--- config.mk ---
export PLATFORM = sky130hd
export DESIGN_NAME = spec_chan_array
export DESIGN_NICKNAME = d
export VERILOG_FILES = /design/src/rtl/spec_array_pkg.sv /design/src/rtl/spec_chan.sv /design/src/rtl/spec_chan_array.sv
export SDC_FILE = /design/constraint.sdc
export NUM_CORES = 1
export LEC_CHECK = 0
export CORE_MARGIN = 2
export CORE_UTILIZATION = 35
export DETAILED_ROUTE_END_ITERATION = 6
export GPL_ROUTABILITY_DRIVEN = 0
export PLACE_DENSITY = 0.62
export SLEW_MARGIN = 20
export SYNTH_ARGS = -nofsm -noshare
export SYNTH_HDL_FRONTEND = slang
export SYNTH_SLANG_ARGS = --single-unit
export TNS_END_PERCENT = 5
--- constraint.sdc ---
create_clock -name clock -period 3.5 [get_ports clock]
set_input_delay 0.7 -clock clock [delete_from_list [all_inputs] [get_ports clock]]
set_output_delay 0.7 -clock clock [all_outputs]
set_load 0.05 [all_outputs]
--- src/rtl/spec_array_pkg.sv ---
// Shared types and stimulus codes for the handshake-tracking channel array.
// State codes double as the channel's c output, so their encoding is fixed.
package spec_array_pkg;

   typedef enum logic [1:0] {
      ST_IDLE = 2'b00,
      ST_WAIT = 2'b01,
      ST_RUN  = 2'b10,
      ST_DONE = 2'b11
   } chan_state_t;

   localparam logic [1:0] A_START = 2'b01;
   localparam logic [1:0] A_DONE  = 2'b10;
   localparam logic [1:0] A_ABORT = 2'b11;

   function automatic logic is_busy(input chan_state_t s);
      return (s == ST_WAIT) || (s == ST_RUN);
   endfunction

endpackage

--- src/rtl/spec_chan.sv ---
// One handshake-tracking channel: Moore FSM, arming counter that requires DEPTH
// consecutive requests, and a saturating completion counter.
module spec_chan
   import spec_array_pkg::*;
#(
   parameter int DEPTH = 3,
   parameter int CNT_W = 4
) (
   input  logic             clock,
   input  logic             reset_n,
   input  logic [1:0]       a,
   input  logic             en,
   input  logic             mode,
   input  logic             clr_cnt,
   output logic [1:0]       c,
   output logic [CNT_W-1:0] done_cnt,
   output logic             busy
);

   localparam int                ARM_W    = $clog2(DEPTH + 1);
   localparam logic [ARM_W-1:0]  ARM_LAST = ARM_W'(DEPTH - 1);
   localparam logic [CNT_W-1:0]  CNT_MAX  = '1;

   chan_state_t      state_reg;
   logic [ARM_W-1:0] arm_reg;
   logic [CNT_W-1:0] cnt_reg;

   always_ff @(posedge clock or negedge reset_n) begin
      if (!reset_n) begin
         state_reg <= ST_IDLE;
         arm_reg   <= '0;
      end else if (en) begin
         case (state_reg)
            ST_IDLE: begin
               if (a == A_START) begin
                  state_reg <= ST_WAIT;
                  arm_reg   <= '0;
               end
            end
            ST_WAIT: begin
               // Abort outranks arming; a dropped request restarts the streak.
               if (a[1]) begin
                  state_reg <= ST_IDLE;
               end else if (a[0]) begin
                  if (arm_reg == ARM_LAST) state_reg <= ST_RUN;
                  else                     arm_reg   <= arm_reg + 1'b1;
               end else begin
                  arm_reg <= '0;
               end
            end
            ST_RUN: begin
               if (a == A_DONE)       state_reg <= ST_DONE;
               else if (a == A_ABORT) state_reg <= ST_IDLE;
            end
            ST_DONE: begin
               if (!mode || (a == A_ABORT)) state_reg <= ST_IDLE;
            end
         endcase
      end
   end

   // Clear is global and ignores the channel enable; it also beats an increment.
   always_ff @(posedge clock or negedge reset_n) begin
      if (!reset_n) begin
         cnt_reg <= '0;
      end else if (clr_cnt) begin
         cnt_reg <= '0;
      end else if (en && (state_reg == ST_RUN) && (a == A_DONE) && (cnt_reg != CNT_MAX)) begin
         cnt_reg <= cnt_reg + 1'b1;
      end
   end

   assign c        = state_reg;
   assign busy     = is_busy(state_reg);
   assign done_cnt = cnt_reg;

endmodule

--- src/rtl/spec_chan_array.sv ---
// Array of NUM_CH independent handshake-tracking channels sharing only the
// clock, reset, mode and counter-clear controls.
module spec_chan_array
   import spec_array_pkg::*;
#(
   parameter int NUM_CH = 10,
   parameter int DEPTH  = 3,
   parameter int CNT_W  = 4
) (
   input  logic                    clock,
   input  logic                    reset_n,
   input  logic [2*NUM_CH-1:0]     a,
   input  logic [NUM_CH-1:0]       en,
   input  logic                    mode,
   input  logic                    clr_cnt,
   output logic [2*NUM_CH-1:0]     c,
   output logic [CNT_W*NUM_CH-1:0] done_cnt,
   output logic [NUM_CH-1:0]       busy
);

   genvar gi;
   generate
      for (gi = 0; gi < NUM_CH; gi++) begin : g_ch
         spec_chan #(
            .DEPTH (DEPTH),
            .CNT_W (CNT_W)
         ) u_chan (
            .clock    (clock),
            .reset_n  (reset_n),
            .a        (a[2*gi +: 2]),
            .en       (en[gi]),
            .mode     (mode),
            .clr_cnt  (clr_cnt),
            .c        (c[2*gi +: 2]),
            .done_cnt (done_cnt[CNT_W*gi +: CNT_W]),
            .busy     (busy[gi])
         );
      end
   endgenerate

endmodule
-- Word-level counts from Yosys, hierarchy flattened
Index checks and enable logic that the tools add are counted.
- reductions and logical operators: 101
- equality and inequality tests: 150
- bitwise operators: 0
- shift operators: 0
- multipliers: 0
- mux-type cells: 150
- divide/modulo/power cells: 0
- add/sub/neg operators: 20
- magnitude comparators: 0
- operator list (cell ; count):
    2-to-1 mux 2 bit ; 110
    == test 2 bit (second input constant) ; 50
    2-to-1 mux 4 bit ; 20
    one-hot mux 2 bit (4 select lines) ; 10
    inequality test 3 bit (second input constant) ; 20
    AND reduction 6 bit ; 10
    AND reduction 5 bit ; 10
    adder 4 x 1 -> 4 bit (second input constant) ; 10
    == test 2 x 1 -> 1 bit (second input constant) ; 20
    inequality test 2 x 1 -> 1 bit (second input constant) ; 20
    inequality test 4 bit (second input constant) ; 10
    one-hot mux 2 bit (2 select lines) ; 10
    nonzero test 2 bit ; 20
    logical AND 1 bit ; 30
    inequality test 3 x 1 -> 1 bit (second input constant) ; 10
    inequality test 3 x 2 -> 1 bit (second input constant) ; 10
    adder 2 x 1 -> 2 bit (second input constant) ; 10
    logical NOT 2 bit ; 10
    logical OR 1 bit ; 20
    inequality test 2 bit (second input constant) ; 10
    logical NOT 1 bit ; 1
- input bits: 34
- bits in read-only memories: 0
- bits in writable memories: 0
- bits in latches: 0
- flip-flop bits (word level): 80
- memories: 0

-- Depth between registers and ports, before layout
- depth after elaboration: 6
- depth in mapped cells: 7

-- Modules after synthesis
From an unflattened synthesis, not the netlist that was laid out.
- cell total of the unflattened synthesis: 537
- area, all modules: 5342.6 sq um
- by module, submodules not included (module ; area each (sq um) ; sequential area each (sq um) ; times used ; cells each):
    spec_chan (g_ch[0].u_chan ...) ; 546.8 ; 200.2 ; 5 ; 56
    spec_chan (g_ch[5].u_chan ...) ; 521.8 ; 200.2 ; 4 ; 51
    spec_chan (g_ch[6].u_chan) ; 521.8 ; 200.2 ; 1 ; 53

-- Worst setup path after synthesis
Ideal clock, no wire load.
- kind: reg-to-output
- start: register g_ch[1].u_chan.state_reg[0]
- end: output busy[1]
- buffers on the path: 1
- arrival: 1.330 ns
- stages on the path, launching flop included: 4
- required time: 2.800 ns
- slack: 1.470 ns
- cell sequence: dfrtp_1 > inv_1 > ha_1 > buf_4
- longest elaborated chain between the ends: 2
- ends and longest elaborated chain (item ; RTL line ; RTL):
    start, declared ; spec_chan.sv:24 ; chan_state_t state_reg;
    start signal, assigned ; spec_chan.sv:30 ; state_reg <= ST_IDLE;
    start signal, assigned ; spec_chan.sv:36 ; state_reg <= ST_WAIT;
    start signal, assigned ; spec_chan.sv:43 ; state_reg <= ST_IDLE;
    == test 2 x 1 -> 1 bit / == test 2 bit (equally long branches) ; spec_array_pkg.sv:17 ; return (s == ST_WAIT) || (s == ST_RUN);
    logical OR 1 bit (*) ; spec_array_pkg.sv:17 ;
    end, declared ; spec_chan_array.sv:18 ; output logic [NUM_CH-1:0] busy
Every way passes the cells marked *; elsewhere a longest branch is shown, timed or not.

-- Worst setup path in the final report
- start: register g_ch[3].u_chan.state_reg[0]
- end: output busy[3]
- longest elaborated chain between the ends: 2
- ends and longest elaborated chain (item ; RTL line):
    start, declared ; spec_chan.sv:24
    start signal, assigned ; spec_chan.sv:30
    start signal, assigned ; spec_chan.sv:36
    start signal, assigned ; spec_chan.sv:43
    == test 2 x 1 -> 1 bit / == test 2 bit (equally long branches) ; spec_array_pkg.sv:17
    logical OR 1 bit (*) ; spec_array_pkg.sv:17
Marked as above.

==> run metrics <==
outcome completed; Post-CTS Resized 0; area grow syn2layout 26.27%; power share of the clock group 17.8%; post-route setup TNS 0 ns; final hold vios 0; critical path capture point type output port; switch share 44.86%; met1 usage 18.57%; TritonRoute pass-1 iters 6; CP required 2.80 ns; Worst path slowest cell clkdlybuf4s50_1; first-pass GRT wire length 20.03 mm; vias per cell 5.012; RSZ-0062 raised after global routing false; top_reg_cell synth dfrtp_1; Async SR Flop Fraction 100.0%; Yosys reg bits 80; Setup crit start g_ch[3].u_chan.c[0]; drt wl/cell 13.78 um; hold crit path type in -> async; M2 GR Usage 25.11%; clk sink count 80; initial drt markers 223; gr ovfl total 0; chip width 129.1 um; post-synthesis net count 667; post-CTS setup buffers 0; EDFF count, synth 0; DRT antenna net count 0; GRT Overall Usage 14.84%; crit path cell chain inv_1, ha_1, clkdlybuf4s50_1; Die ar. 16,670 um^2; nets 760; post-synth cell types 42; fin crit period 2.697 ns; max-cap viol count 0; YS warnings 0; Seq/Total Area, Yosys 36.55%; Lkg Pwr 3.226 nW; antenna violations before repair 0; cts bufs inserted 9; pin count of the biggest net entering global routing 81; Final Slew Violations 0; switching power 2.128 mW; Worst-path clk slew 0.06 ns; fmax 370.8 MHz; Initial Util 35.90%; Cell Area, Synth 5478 um^2; hold_buf cts 0; worst ir drop on vdd 0.5250 mV; deepest clock path buffer count 2; Mean Syn Cell Area 9.799 um^2; R2R Setup Slk 1.69 ns; Largest stage delay, worst path 0.81 ns; R2R Path Start g_ch[0].u_chan.c[1]; final wirelength 11.96 mm; gr busiest metal met2; Comb power frac 54.6%; Tightest Pin Transition 0.8267 ns; Boundary Pins 104; Largest register FFs 40; share of cells above drive strength 1 7.458%; Die Height 129.1 um; Mapped Cells 559; crit path max fanout 5; slew margin rel. 44.89%; clk root buf clkbuf_16; final setup fails 0; PwrDens 686.0 nW/um^2; total chip power 4.745 mW; Reg power frac 27.5%; I/O Buffers 103; Final period util 77.06%; WP data arrival 2.00 ns; drt drc 0; Site Rows 45; P_int 2.616 mW; H-tree Lvls 3; crit path kind reg -> out; vias in the first global route 4,308; CTS tree done; core area 15,260 um^2; grt met3 use 4.707%; startpoint types register; clock latency on the worst-skew pair 0.34 ns; via count 4,350; # diodes 0; clk_skew 0.007507 ns; post-DP HPWL 9.032 mm
## layer usage
layer,up-vias,wire [um]
met4,0,68
li1,2145,-
met1,2108,5464
met3,5,589
met2,92,5839
met5,-,0
## cell usage after synthesis, types with 7 or more instances
library cell / instances / share of area (%)
nand4_1: 9 / 1.0
clkbuf_1: 10 / 0.69
nor2_1: 50 / 3.4
mux2_2: 20 / 4.1
o21ai_0: 10 / 0.91
o21bai_1: 7 / 0.96
a21oi_1: 26 / 2.4
nand3_1: 39 / 3.6
nand3b_1: 9 / 1.2
ha_1: 74 / 17
nor3_1: 7 / 0.64
a31oi_1: 9 / 1.0
dfrtp_1: 80 / 37
xor2_1: 17 / 2.7
buf_4: 11 / 1.5
mux2i_1: 31 / 5.7
inv_1: 44 / 3.0
nor2b_1: 17 / 1.9
o2111ai_1: 8 / 1.3
nand2_1: 24 / 1.6
and3_1: 7 / 0.80
## metrics by stage
stage                     utilization [%]  area [um^2]  hold WS, ns  std cells  setup WS (ns)
after floorplan                         -         5478       0.4044        559          1.470
final                               45.33         6917       0.4160        868         0.8028
after global placement              43.57         6648       0.4918        852          1.084
after global routing                45.33         6917       0.4711        868         0.7108
after detailed placement            43.57         6648       0.5051        852          1.061
after CTS                           45.31         6913       0.5188        868         0.7741
## power by group through the flow
stage          Clock (mW)  Sequential [mW]  Combinational (mW)
2_1_floorplan           0             1.64                1.65
3_3_place_gp            0             1.31                2.53
3_5_place_dp            0             1.33                2.60
4_1_cts             0.891             1.31                2.62
5_1_grt             0.932             1.34                2.85
6_report            0.846             1.31                2.59
## worst max-delay path: cells and delay by family, from the launching register on
| kind | cells | cell delay (ns) |
|---|---|---|
| adders and majority gates | 1 | 0.31 |
| buffers and inverters | 2 | 0.92 |
| DFF | 1 | 0.43 |
## kinds of logic after synthesis
| logic type | count (synthesis) | synth area share (%) |
|---|---|---|
| and+or+nand+nor | 196 | 19.46 |
| AOI/OAI and AO/OA | 75 | 9.296 |
| adders and majority gates | 74 | 16.90 |
| DFF | 80 | 36.55 |
| muxes | 51 | 9.776 |
| xor gates and xnor gates | 17 | 2.718 |
| buffers and inverters | 66 | 5.299 |
## worst paths after layout
path	end	cells after the start
setup / recovery	busy[3]	3
hold / removal	g_ch[7].u_chan.done_cnt[1]	1
setup reg to reg	g_ch[0].u_chan.arm_reg[0]	5
hold reg to reg	g_ch[0].u_chan.arm_reg[1]	1
max in group asynchronous	g_ch[9].u_chan.done_cnt[3]	1
min in group clock	g_ch[0].u_chan.arm_reg[1]	1
## placed cells by master, fill, tap and decap left out, types with 10 or more instances in the layout
cell type        Yosys  final
clkdlybuf4s50_1      0    101
nand3_1             39     39
xor2_1              17     17
nand2_1             24     24
nor2b_1             17     17
ha_1                74     74
inv_1               44     44
dfrtp_1             80     80
o21ai_0             10     10
nor2_1              50     50
a21oi_1             26     26
mux2_2              20     20
mux2i_1             31     31
## area by class of cell
cell class / count / area, um^2
Clock buffer: 10 / 229.0
Clock inverter: 6 / 36.28
Fill cell: 1421 / 8342
Inverter: 44 / 165.2
Multi-Input combinational cell: 413 / 3186
Sequential cell: 80 / 2002
Tap cell: 211 / 264.0
Timing Repair Buffer: 104 / 1035
(Power assumes the default switching activity.)
